--- src/rtl/ex_issue_ctrl_if.sv ---
// Decode/execute/writeback/branch signal bundle for the execute-stage issue controller.
// The master side is decode plus ex; the slave side is the issue controller.
interface ex_issue_ctrl_if #(
   parameter int XCNT    = 32,
   parameter int MAX_LAT = 4
);
   localparam int RW = $clog2(XCNT);
   localparam int LW = $clog2(MAX_LAT + 1);

   logic          DEC_VALID;
   logic          DEC_READY;
   logic [RW-1:0] DEC_RS1;
   logic [RW-1:0] DEC_RS2;
   logic          DEC_RS1_USED;
   logic          DEC_RS2_USED;
   logic [RW-1:0] DEC_RD;
   logic          DEC_RD_WRITE;
   logic [LW-1:0] DEC_LAT;
   logic          DEC_BRANCH;
   logic          EXECUTE_ENABLED;
   logic [RW-1:0] EX_RD_SEL;
   logic          EX_RD_WRITE;
   logic          EXECUTE_HAZARD;
   logic          WB_VALID;
   logic [RW-1:0] WB_SEL;
   logic          BRANCH_RESOLVED;
   logic          BRANCH_TAKEN;
   logic          FLUSH;
   logic [XCNT-1:0] BUSY_MASK;

   modport master (
      output DEC_VALID, DEC_RS1, DEC_RS2, DEC_RS1_USED, DEC_RS2_USED,
             DEC_RD, DEC_RD_WRITE, DEC_LAT, DEC_BRANCH,
             WB_VALID, WB_SEL, BRANCH_RESOLVED, BRANCH_TAKEN,
      input  DEC_READY, EXECUTE_ENABLED, EX_RD_SEL, EX_RD_WRITE,
             EXECUTE_HAZARD, FLUSH, BUSY_MASK
   );

   modport slave (
      input  DEC_VALID, DEC_RS1, DEC_RS2, DEC_RS1_USED, DEC_RS2_USED,
             DEC_RD, DEC_RD_WRITE, DEC_LAT, DEC_BRANCH,
             WB_VALID, WB_SEL, BRANCH_RESOLVED, BRANCH_TAKEN,
      output DEC_READY, EXECUTE_ENABLED, EX_RD_SEL, EX_RD_WRITE,
             EXECUTE_HAZARD, FLUSH, BUSY_MASK
   );
endinterface

--- src/rtl/ex_issue_ctrl.sv ---
// Execute-stage issue controller: register scoreboard, single writeback-port slot
// reservation, and control-flow serialisation with a one-cycle front-end flush.
module ex_issue_ctrl #(
   parameter int XCNT    = 32,
   parameter int MAX_LAT = 4
) (
   input logic           CLK,
   input logic           RST,
   ex_issue_ctrl_if.slave bus
);
   localparam int RW = $clog2(XCNT);
   localparam int LW = $clog2(MAX_LAT + 1);

   typedef enum logic [1:0] {
      ST_RUN     = 2'd0,
      ST_BR_WAIT = 2'd1,
      ST_FLUSH   = 2'd2
   } state_t;

   state_t             state_r;
   logic [XCNT-1:0]    busy_r;
   logic [MAX_LAT-1:0] slot_r;
   logic               exec_en_r;
   logic [RW-1:0]      ex_rd_sel_r;
   logic               ex_rd_write_r;
   logic               flush_r;

   logic [LW-1:0]      lat_eff_s;
   logic [MAX_LAT-1:0] lat_mask_s;
   logic [XCNT-1:0]    set_mask_s;
   logic [XCNT-1:0]    clr_mask_s;
   logic               raw_s;
   logic               waw_s;
   logic               slot_s;
   logic               ready_s;
   logic               hs_s;

   // Effective latency (0 reads as 1, oversize clamps) and the slot bit it would claim.
   always_comb begin
      lat_eff_s = bus.DEC_LAT;
      if (bus.DEC_LAT == LW'(0)) begin
         lat_eff_s = LW'(1);
      end else if (bus.DEC_LAT > LW'(MAX_LAT)) begin
         lat_eff_s = LW'(MAX_LAT);
      end else begin
         lat_eff_s = bus.DEC_LAT;
      end
      lat_mask_s = MAX_LAT'(1) << (lat_eff_s - LW'(1));
   end

   // Hazard detection against the registered scoreboard only, plus handshake and mask updates.
   always_comb begin
      raw_s   = (bus.DEC_RS1_USED && (bus.DEC_RS1 != RW'(0)) && busy_r[bus.DEC_RS1]) ||
                (bus.DEC_RS2_USED && (bus.DEC_RS2 != RW'(0)) && busy_r[bus.DEC_RS2]);
      waw_s   = bus.DEC_RD_WRITE && (bus.DEC_RD != RW'(0)) && busy_r[bus.DEC_RD];
      slot_s  = |(slot_r & lat_mask_s);
      ready_s = (state_r == ST_RUN) && !RST && !raw_s && !waw_s && !slot_s;
      hs_s    = bus.DEC_VALID && ready_s;
      set_mask_s = {XCNT{1'b0}};
      clr_mask_s = {XCNT{1'b0}};
      if (hs_s && bus.DEC_RD_WRITE && (bus.DEC_RD != RW'(0))) begin
         set_mask_s = XCNT'(1) << bus.DEC_RD;
      end else begin
         set_mask_s = {XCNT{1'b0}};
      end
      if (bus.WB_VALID && (bus.WB_SEL != RW'(0))) begin
         clr_mask_s = XCNT'(1) << bus.WB_SEL;
      end else begin
         clr_mask_s = {XCNT{1'b0}};
      end
   end

   assign bus.DEC_READY       = ready_s;
   assign bus.EXECUTE_HAZARD  = (state_r == ST_RUN) && bus.DEC_VALID && (raw_s || waw_s || slot_s);
   assign bus.EXECUTE_ENABLED = exec_en_r;
   assign bus.EX_RD_SEL       = ex_rd_sel_r;
   assign bus.EX_RD_WRITE     = ex_rd_write_r;
   assign bus.FLUSH           = flush_r;
   assign bus.BUSY_MASK       = busy_r;

   // Control FSM, scoreboard, slot vector and registered issue/flush outputs.
   always_ff @(posedge CLK) begin
      if (RST) begin
         state_r       <= ST_RUN;
         busy_r        <= {XCNT{1'b0}};
         slot_r        <= {MAX_LAT{1'b0}};
         exec_en_r     <= 1'b0;
         ex_rd_sel_r   <= RW'(0);
         ex_rd_write_r <= 1'b0;
         flush_r       <= 1'b0;
      end else begin
         exec_en_r <= hs_s;
         if (hs_s) begin
            ex_rd_sel_r   <= bus.DEC_RD;
            ex_rd_write_r <= bus.DEC_RD_WRITE;
         end
         // Set after clear so a same-cycle set on the same register wins.
         busy_r  <= ((busy_r & ~clr_mask_s) | set_mask_s) & ~(XCNT'(1));
         slot_r  <= (slot_r | (hs_s ? lat_mask_s : {MAX_LAT{1'b0}})) >> 1'b1;
         flush_r <= 1'b0;
         case (state_r)
            ST_RUN: begin
               if (hs_s && bus.DEC_BRANCH) begin
                  state_r <= ST_BR_WAIT;
               end
            end
            ST_BR_WAIT: begin
               if (bus.BRANCH_RESOLVED) begin
                  flush_r <= bus.BRANCH_TAKEN;
                  state_r <= bus.BRANCH_TAKEN ? ST_FLUSH : ST_RUN;
               end
            end
            ST_FLUSH: begin
               state_r <= ST_RUN;
            end
            default: begin
               state_r <= ST_RUN;
            end
         endcase
      end
   end
endmodule
--- src/flat_wrapper.sv ---
// flat-port wrapper written by rule: the top's interface ports become plain ports
module ex_issue_ctrl_flat 
#(
   parameter int XCNT    = 32,
   parameter int MAX_LAT = 4
)
  (CLK, RST, bus_DEC_VALID, bus_DEC_RS1, bus_DEC_RS2, bus_DEC_RS1_USED, bus_DEC_RS2_USED, bus_DEC_RD, bus_DEC_RD_WRITE, bus_DEC_LAT, bus_DEC_BRANCH, bus_WB_VALID, bus_WB_SEL, bus_BRANCH_RESOLVED, bus_BRANCH_TAKEN, bus_DEC_READY, bus_EXECUTE_ENABLED, bus_EX_RD_SEL, bus_EX_RD_WRITE, bus_EXECUTE_HAZARD, bus_FLUSH, bus_BUSY_MASK);
  ex_issue_ctrl_if #(.XCNT(XCNT), .MAX_LAT(MAX_LAT)) bus_i ();
  input logic CLK;
  input logic RST;
  input wire logic [$bits(bus_i.DEC_VALID)-1:0] bus_DEC_VALID;
  input wire logic [$bits(bus_i.DEC_RS1)-1:0] bus_DEC_RS1;
  input wire logic [$bits(bus_i.DEC_RS2)-1:0] bus_DEC_RS2;
  input wire logic [$bits(bus_i.DEC_RS1_USED)-1:0] bus_DEC_RS1_USED;
  input wire logic [$bits(bus_i.DEC_RS2_USED)-1:0] bus_DEC_RS2_USED;
  input wire logic [$bits(bus_i.DEC_RD)-1:0] bus_DEC_RD;
  input wire logic [$bits(bus_i.DEC_RD_WRITE)-1:0] bus_DEC_RD_WRITE;
  input wire logic [$bits(bus_i.DEC_LAT)-1:0] bus_DEC_LAT;
  input wire logic [$bits(bus_i.DEC_BRANCH)-1:0] bus_DEC_BRANCH;
  input wire logic [$bits(bus_i.WB_VALID)-1:0] bus_WB_VALID;
  input wire logic [$bits(bus_i.WB_SEL)-1:0] bus_WB_SEL;
  input wire logic [$bits(bus_i.BRANCH_RESOLVED)-1:0] bus_BRANCH_RESOLVED;
  input wire logic [$bits(bus_i.BRANCH_TAKEN)-1:0] bus_BRANCH_TAKEN;
  output wire logic [$bits(bus_i.DEC_READY)-1:0] bus_DEC_READY;
  output wire logic [$bits(bus_i.EXECUTE_ENABLED)-1:0] bus_EXECUTE_ENABLED;
  output wire logic [$bits(bus_i.EX_RD_SEL)-1:0] bus_EX_RD_SEL;
  output wire logic [$bits(bus_i.EX_RD_WRITE)-1:0] bus_EX_RD_WRITE;
  output wire logic [$bits(bus_i.EXECUTE_HAZARD)-1:0] bus_EXECUTE_HAZARD;
  output wire logic [$bits(bus_i.FLUSH)-1:0] bus_FLUSH;
  output wire logic [$bits(bus_i.BUSY_MASK)-1:0] bus_BUSY_MASK;
  assign bus_i.DEC_VALID = bus_DEC_VALID;
  assign bus_i.DEC_RS1 = bus_DEC_RS1;
  assign bus_i.DEC_RS2 = bus_DEC_RS2;
  assign bus_i.DEC_RS1_USED = bus_DEC_RS1_USED;
  assign bus_i.DEC_RS2_USED = bus_DEC_RS2_USED;
  assign bus_i.DEC_RD = bus_DEC_RD;
  assign bus_i.DEC_RD_WRITE = bus_DEC_RD_WRITE;
  assign bus_i.DEC_LAT = bus_DEC_LAT;
  assign bus_i.DEC_BRANCH = bus_DEC_BRANCH;
  assign bus_i.WB_VALID = bus_WB_VALID;
  assign bus_i.WB_SEL = bus_WB_SEL;
  assign bus_i.BRANCH_RESOLVED = bus_BRANCH_RESOLVED;
  assign bus_i.BRANCH_TAKEN = bus_BRANCH_TAKEN;
  assign bus_DEC_READY = bus_i.DEC_READY;
  assign bus_EXECUTE_ENABLED = bus_i.EXECUTE_ENABLED;
  assign bus_EX_RD_SEL = bus_i.EX_RD_SEL;
  assign bus_EX_RD_WRITE = bus_i.EX_RD_WRITE;
  assign bus_EXECUTE_HAZARD = bus_i.EXECUTE_HAZARD;
  assign bus_FLUSH = bus_i.FLUSH;
  assign bus_BUSY_MASK = bus_i.BUSY_MASK;
  ex_issue_ctrl #(.XCNT(XCNT), .MAX_LAT(MAX_LAT)) u_core (.CLK(CLK), .RST(RST), .bus(bus_i));
endmodule
--- config.mk ---
export PLATFORM = sky130hd
export DESIGN_NAME = ex_issue_ctrl_flat
export DESIGN_NICKNAME = d
export VERILOG_FILES = /design/src/rtl/ex_issue_ctrl_if.sv /design/src/rtl/ex_issue_ctrl.sv /design/src/flat_wrapper.sv
export SDC_FILE = /design/constraint.sdc
export NUM_CORES = 1
export LEC_CHECK = 0
export CORE_MARGIN = 5
export CORE_UTILIZATION = 35
export DETAILED_ROUTE_END_ITERATION = 6
export SLEW_MARGIN = 40
export SYNTH_ARGS = -nofsm -noshare
export SYNTH_HDL_FRONTEND = slang
export SYNTH_SLANG_ARGS = --single-unit
export TNS_END_PERCENT = 5
--- constraint.sdc ---
create_clock -name CLK -period 2.4 [get_ports CLK]
set_input_delay 0.24 -clock CLK [delete_from_list [all_inputs] [get_ports CLK]]
set_output_delay 0.24 -clock CLK [all_outputs]
set_load 0.02 [all_outputs]
==> impl_summary.txt, run 1 <==
----------------------------------------------------
[STA]
  Setup-violating endpoint count in the final report ... 24
  Crit share post-route ... 108%
  Slew margin rel. ... 61.2%
  Count of final hold-check violations ... 0
  Post-route minimum period ... ~2.6 ns
  Final setup skew ... 0.00482 ns
  Worst hold margin ... about 0.46 ns
  Number of max-slew violations in the final report ... 0
  Slew of the pin with the lowest slew margin ... 0.580 ns
  Final setup slack of the worst path ... -0.183 ns
  Unrepaired setup endpoints after global routing ... yes
  Fmax ... 387 MHz

[GRT]
  Overflow left after global routing ... 0
  Via count of the first global-routing pass ... 3,133
  Pin count of the biggest net entering global routing ... 36
  Wire length of the first global-routing pass ... 17,200 um
  Initial antenna violation count ... 0
  Global routing usage summed across all routing layers ... 21.8%

[Synthesis]
  Share of synthesized area occupied by flip-flops and latches ... 31.2%
  Post-synthesis cell area ... 2830 sq um
  EDFF count, synth ... 0
  Top flip-flop cell by instance count after synthesis ... dfxtp_1
  Cell variety after synth ... 47
  Mapped Avg Cell Area ... 8.77 sq um
  Syn nets ... 355
  Number of synthesis warnings ... 0
  FF+latch count, synth ... 44
  Proportion of register bits with asynchronous set or reset after synthesis ... 0%
  Synthesized netlist cell count ... between 300 and 400

[Worst setup path]
  Critical path launch point type ... flop
  Worst reg2reg startpoint ... u_core.bus.BUSY_MASK[31]
  Flop-to-flop setup slack ... -0.06 ns
  Critical Path AT ... ~2.3 ns
  Worst Path Class, Setup ... reg -> out
  Critical Path Fanout Max ... 4
  Endpoint kind of the worst setup timing path ... output port
  Data required time at the worst endpoint ... approximately 2.2 ns
  Destination of the worst register-to-register timing path ... u_core.bus.EX_RD_SEL[4]
  Depth of the worst register-to-register path ... 8

[CTS]
  H-tree Lvls ... 2
  Clock insertion delay at the later pin of the skew report ... 0.30 ns
  Reg clk slew, reported paths ... 0.08 ns
  Number of CTS-inserted buffers ... 5
  Num Clock Sinks ... 44
  Buffers from clock root to sink, at most ... 2
  Clock root buffer ... clkbuf_8
  CTS tree ... yes
  Number of buffers inserted by hold repair at cts ... 0

[Floorplan]
  Total Die Area ... 9970 sq um
  Die Ht ... approximately 100 um
  Row count ... 32
  Initial cell density of the core ... 36.2%
  Boundary Pins ... 75
  Width of the die ... ~100 um
  Placeable core region ... 7810 sq um

[Power and ir drop]
  LEAKAGE ... 1.67 nW
  Maximum vdd drop ... about 0.23 mV
  PwrDens ... 374 nW/um^2

[Place]
  Placed Cells incl. Taps ... 546
  Post-placement worst setup slack ... -0.875 ns
  HPWL after detailed placement ... 8470 um
  Quantity of I/O buffers inserted on ports ... 73
  GPL Wtd Cong ... 0.921

[Routing]
  Number of violations reported at the end of detailed-routing iteration 0 ... between 300 and 400
  Overall via count from detail_route ... 3,128
  Total Wirelength ... 10,600 um
  Count of unresolved DRC violations after routing ... 0
  Length of the first detailed-routing pass in iterations ... 5
  Via density per instance ... approximately 5.6
  Avg WL per Cell ... 19.1 um
  DRT antenna net count ... 0

[Final layout]
  Share of the core filled with cells in the final layout ... 55.7%
  Area Growth Syn to Fin ... 53.8%
  Share of cells above drive strength 1 ... 26.7%
  Finished Layout Cells ... 556
  Layout net count ... roughly 490
  Count of antenna diodes in the layout ... 0

[Job]
  Max-capacitance violation count ... 0

[Min path]
  Endpoint of the worst hold path ... u_core.slot_r[1]
  Hold path cells ... 1
  Worst hold path type ... reg -> reg
  Startpoint of the tightest hold check path ... u_core.slot_r[2]

[Outcome]
  Outcome ... finished, violations left
  Failing checks ... setup timing

----------------------------------------------------
## flip-flops by register name, indices dropped and copies added, names as in the netlist
register                    count
u_core.bus.BUSY_MASK           31
u_core.bus.EXECUTE_ENABLED      1
u_core.bus.EX_RD_SEL            5
u_core.bus.EX_RD_WRITE          1
u_core.bus.FLUSH                1
u_core.slot_r                   3
u_core.state_r                  2
## repair_timing
item | in CTS | in global routing
gates resized for setup | 31 | 8
pin swaps | 7 | 2
setup endpoints to repair | 42 | 40
buffers inserted | 3 | 0
## worst max-delay path by stage
stage / from / end / slack, ns
global placement: bus_DEC_RS1[0] / bus_DEC_READY / -0.83
finish: u_core.bus.BUSY_MASK[31] / bus_DEC_READY / -0.18
floorplan: u_core.bus.BUSY_MASK[1] / u_core.bus.EX_RD_SEL[2] / 0.17
CTS: u_core.bus.BUSY_MASK[31] / bus_DEC_READY / -0.17
global route: u_core.bus.BUSY_MASK[31] / bus_DEC_READY / -0.29
detailed placement: bus_DEC_RS1[0] / bus_DEC_READY / -0.87
## cell usage after synthesis, drive strengths merged (2+ instances only)
| cell | instances | area (sq um) |
|---|---|---|
| nand3b | 4 | 30.0 |
| dfxtp | 44 | 881 |
| nand2b | 10 | 62.6 |
| and3 | 4 | 25.0 |
| inv | 8 | 30.0 |
| o22ai | 3 | 18.8 |
| clkbuf | 17 | 63.8 |
| nor2 | 19 | 71.3 |
| o31ai | 10 | 75.1 |
| o2bb2ai | 2 | 17.5 |
| nand3 | 31 | 155 |
| mux4 | 17 | 383 |
| nor2b | 5 | 31.3 |
| o211ai | 10 | 75.1 |
| o311ai | 8 | 70.1 |
| nand2 | 36 | 135 |
| mux2 | 4 | 45.0 |
| nand4 | 4 | 25.0 |
| or3 | 5 | 31.3 |
| mux2i | 21 | 210 |
| buf | 10 | 63.8 |
| nor3 | 8 | 40.0 |
| o21ai | 22 | 110 |
## through the flow
stage,setup TNS (ns),area [sq um],power (mW)
after floorplan,0,2830,0.938
after global placement,-18.61,4170,1.12
after detailed placement,-20.12,4170,1.12
after CTS,-0.952,4340,1.63
after global routing,-4.91,4350,1.70
final,-1.47,4350,1.62
## layer usage
layer	routed length (um)	track usage, %
met3	806	4.24
met1	4660	31.3
met5	0	0
met4	184	5.46
met2	4950	33.7
## critical path, cell delays in order, from the launching register on
cell and delay, ns:
dfxtp_4 0.37, mux4_2 0.46, a32oi_1 0.20, a31oi_1 0.13, a221oi_2 0.39, nand3_1 0.17
nor4_2 0.15, buf_4 0.18
## area by class of cell
cell class | count | area [sq um]
Sequential cell | 44 | 887
Inverter | 8 | 30.0
Clock buffer | 7 | 96.3
Timing Repair Buffer | 152 | 1370
Multi-Input combinational cell | 243 | 1830
Tap cell | 102 | 128
Fill cell | 745 | 3460
## power by group
group | switching (mW) | internal, mW
Clock | 0.250 | 0.257
Sequential | 0.00655 | 0.741
Combinational | 0.188 | 0.181
Total | 0.445 | 1.18
## kinds of logic after synthesis
| logic type | Yosys count | synth area share [%] |
|---|---|---|
| buf+inv | 35 | 5.58 |
| other cells | 1 | 0.133 |
| compound gates | 65 | 16.6 |
| flops | 44 | 31.2 |
| mux | 42 | 22.6 |
| simple gates | 135 | 23.9 |
## cells in the final DEF (no fill, tap or decap), types with 4 or more instances in the layout
master	n
nor2b_1	5
o31ai_1	9
clkdlybuf4s50_1	68
dfxtp_1	41
nand2_1	36
o21ai_0	15
clkbuf_8	7
nor2_1	19
o311ai_0	8
nand3b_1	4
nand2b_1	10
nand4_1	4
and3_1	4
mux2i_1	20
o211ai_1	10
buf_6	4
o21ai_1	6
nor3_1	8
nand3_1	31
or3_1	5
inv_1	7
buf_4	74
mux4_2	17
Note: power is estimated with default switching activity, not from simulation.
==> run 2: changes to the inputs <==
--- a/config.mk
+++ b/config.mk
@@ -6,8 +6,9 @@
 export NUM_CORES = 1
 export LEC_CHECK = 0
 export CORE_MARGIN = 5
-export CORE_UTILIZATION = 35
+export CORE_UTILIZATION = 49
 export DETAILED_ROUTE_END_ITERATION = 6
+export PLACE_DENSITY = 0.81
 export SLEW_MARGIN = 40
 export SYNTH_ARGS = -nofsm -noshare
 export SYNTH_HDL_FRONTEND = slang
==> impl_summary.txt, run 2 (synthesis gave the netlist of run 1 again) <==
----------------------------------------------------
[STA]
  Fmax ... 382 MHz
  Number of max-slew violations in the final report ... 0
  Final setup slack of the worst path ... -0.219 ns
  Setup-violating endpoint count in the final report ... 26
  Slew of the pin with the lowest slew margin ... about 0.59 ns
  Post-route minimum period ... between 2 and 3 ns
  Crit share post-route ... 109%
  Worst hold margin ... roughly 0.47 ns
  Unrepaired setup endpoints after global routing ... yes
  Slew margin rel. ... roughly three fifths
  Final setup skew ... 0.00826 ns
  Total negative setup slack ... -1.40 ns
  Count of final hold-check violations ... 0

[Outcome]
  Outcome ... finished, violations left
  Failing checks ... setup timing

[Final layout]
  Finished Layout Cells ... between 500 and 600
  Leading cell types in the layout, fill and taps excluded ... 74 x buf_4, 66 x clkdlybuf4s50_1, 41 x dfxtp_1
  Total non-filler cell area in the finished layout ... 4280 sq um
  Area Growth Syn to Fin ... 51.3%
  Count of fill cells added during filler insertion ... 403
  Count of antenna diodes in the layout ... 0
  Share of the core filled with cells in the final layout ... about 77%
  Layout net count ... 486
  Share of cells above drive strength 1 ... a little over a quarter
  Largest register FFs ... 31
  Most common cell after layout, fill and taps aside ... buf_4

[GRT]
  Busiest layer in global routing ... met2
  Overflow left after global routing ... 0
  Met1 usage in global routing ... 37.2%
  Initial antenna violation count ... 0
  Wire length of the first global-routing pass ... 16,700 um
  Via count of the first global-routing pass ... around 3,300
  Pin count of the biggest net entering global routing ... 39
  Met3 Use GR ... under 10%
  Global routing usage summed across all routing layers ... between 20% and 30%
  GRT met2 Usage ... a little under half

[Floorplan]
  Width of the die ... 85.9 um
  Boundary Pins ... 75
  Placeable core region ... 5540 sq um
  Initial cell density of the core ... 51.0%
  Row count ... 27
  Total Die Area ... 7380 sq um
  Die Ht ... roughly 86 um

[Worst setup path]
  Critical path launch point type ... flop
  Data required time at the worst endpoint ... 2.16 ns
  Endpoint kind of the worst setup timing path ... output port
  Critical Path Fanout Max ... 4
  Worst Path Class, Setup ... reg -> out
  Critical Path AT ... between 2 and 2.5 ns

[Routing]
  Number of violations reported at the end of detailed-routing iteration 0 ... 289
  Overall via count from detail_route ... 3,292
  Avg WL per Cell ... 19.9 um
  Via density per instance ... 6.26
  Count of unresolved DRC violations after routing ... 0
  DRT antenna net count ... 0
  Total Wirelength ... around 10,000 um
  Length of the first detailed-routing pass in iterations ... 6

[CTS]
  H-tree Lvls ... 2
  Buffers from clock root to sink, at most ... 2
  Clock insertion delay at the later pin of the skew report ... roughly 0.30 ns
  Number of buffers inserted by hold repair at cts ... 0
  Num Clock Sinks ... 44
  Number of CTS-inserted buffers ... 5
  Reg clk slew, reported paths ... roughly 0.08 ns
  Clock root buffer ... clkbuf_8
  CTS tree ... yes

[Place]
  Quantity of I/O buffers inserted on ports ... 73
  HPWL after detailed placement ... 8020 um
  Post-placement worst setup slack ... -0.906 ns
  Cell area reported after detailed placement ... a little over 4000 sq um
  GPL Wtd Cong ... roughly 1.0
  Placed Cells incl. Taps ... slightly above 500

[Power and ir drop]
  Overall power consumption ... 1.60 mW
  LEAKAGE ... around 1.7 nW
  PwrDens ... 374 nW/um^2
  Maximum vdd drop ... 0.398 mV

[Job]
  Max-capacitance violation count ... 0

[Min path]
  Worst hold path type ... reg -> reg

----------------------------------------------------
## run 2: layout make-up
class,count,area [sq um],area share [%]
multi-input combinational,243,1840,43.0
timing repair buffer,151,1340,31.3
sequential,44,887,20.7
clock buffer,8,90.1,2.11
tap,72,90.1,2.11
inverter,8,30.0,0.702
## run 2: worst max-delay path: stages, from the launching register on
cell and delay (ns):
dfxtp_4 0.37, mux4_2 0.47, a32oi_1 0.20, a31oi_1 0.13, a221oi_2 0.37, nand3_2 0.15, buf_6 0.13, and3_4 0.13
buf_6 0.12
## run 2: routing by layer
layer  wire length (um)  up-vias
met5                  0        -
met2               4870      231
met1               4090     1550
met3               1260       33
met4                270        0
li1                   -     1478
## run 2: what timing repair did
action / CTS / global route
setup buffers: 4 / 0
gates resized for setup: 38 / 6
endpoints found under the setup margin: 41 / 39
pin swaps: 9 / 5
gates cloned: 0 / 0
## run 2: final timing paths
path / startpoint / end / slack, ns / cells after the start
setup / recovery: u_core.bus.BUSY_MASK[31] / bus_EXECUTE_HAZARD / -0.22 / 8
hold / removal: u_core.slot_r[2] / u_core.slot_r[1] / 0.47 / 1
setup reg to reg: u_core.bus.BUSY_MASK[31] / u_core.bus.EX_RD_SEL[4] / -0.09 / 8
hold reg to reg: u_core.slot_r[2] / u_core.slot_r[1] / 0.47 / 1
## run 2: report_power, final
part           internal [mW]  total, mW  switching (mW)
registers              0.741      0.748         0.00681
clock network          0.235      0.479           0.244
logic                  0.179      0.371           0.192
total                   1.15       1.60           0.443
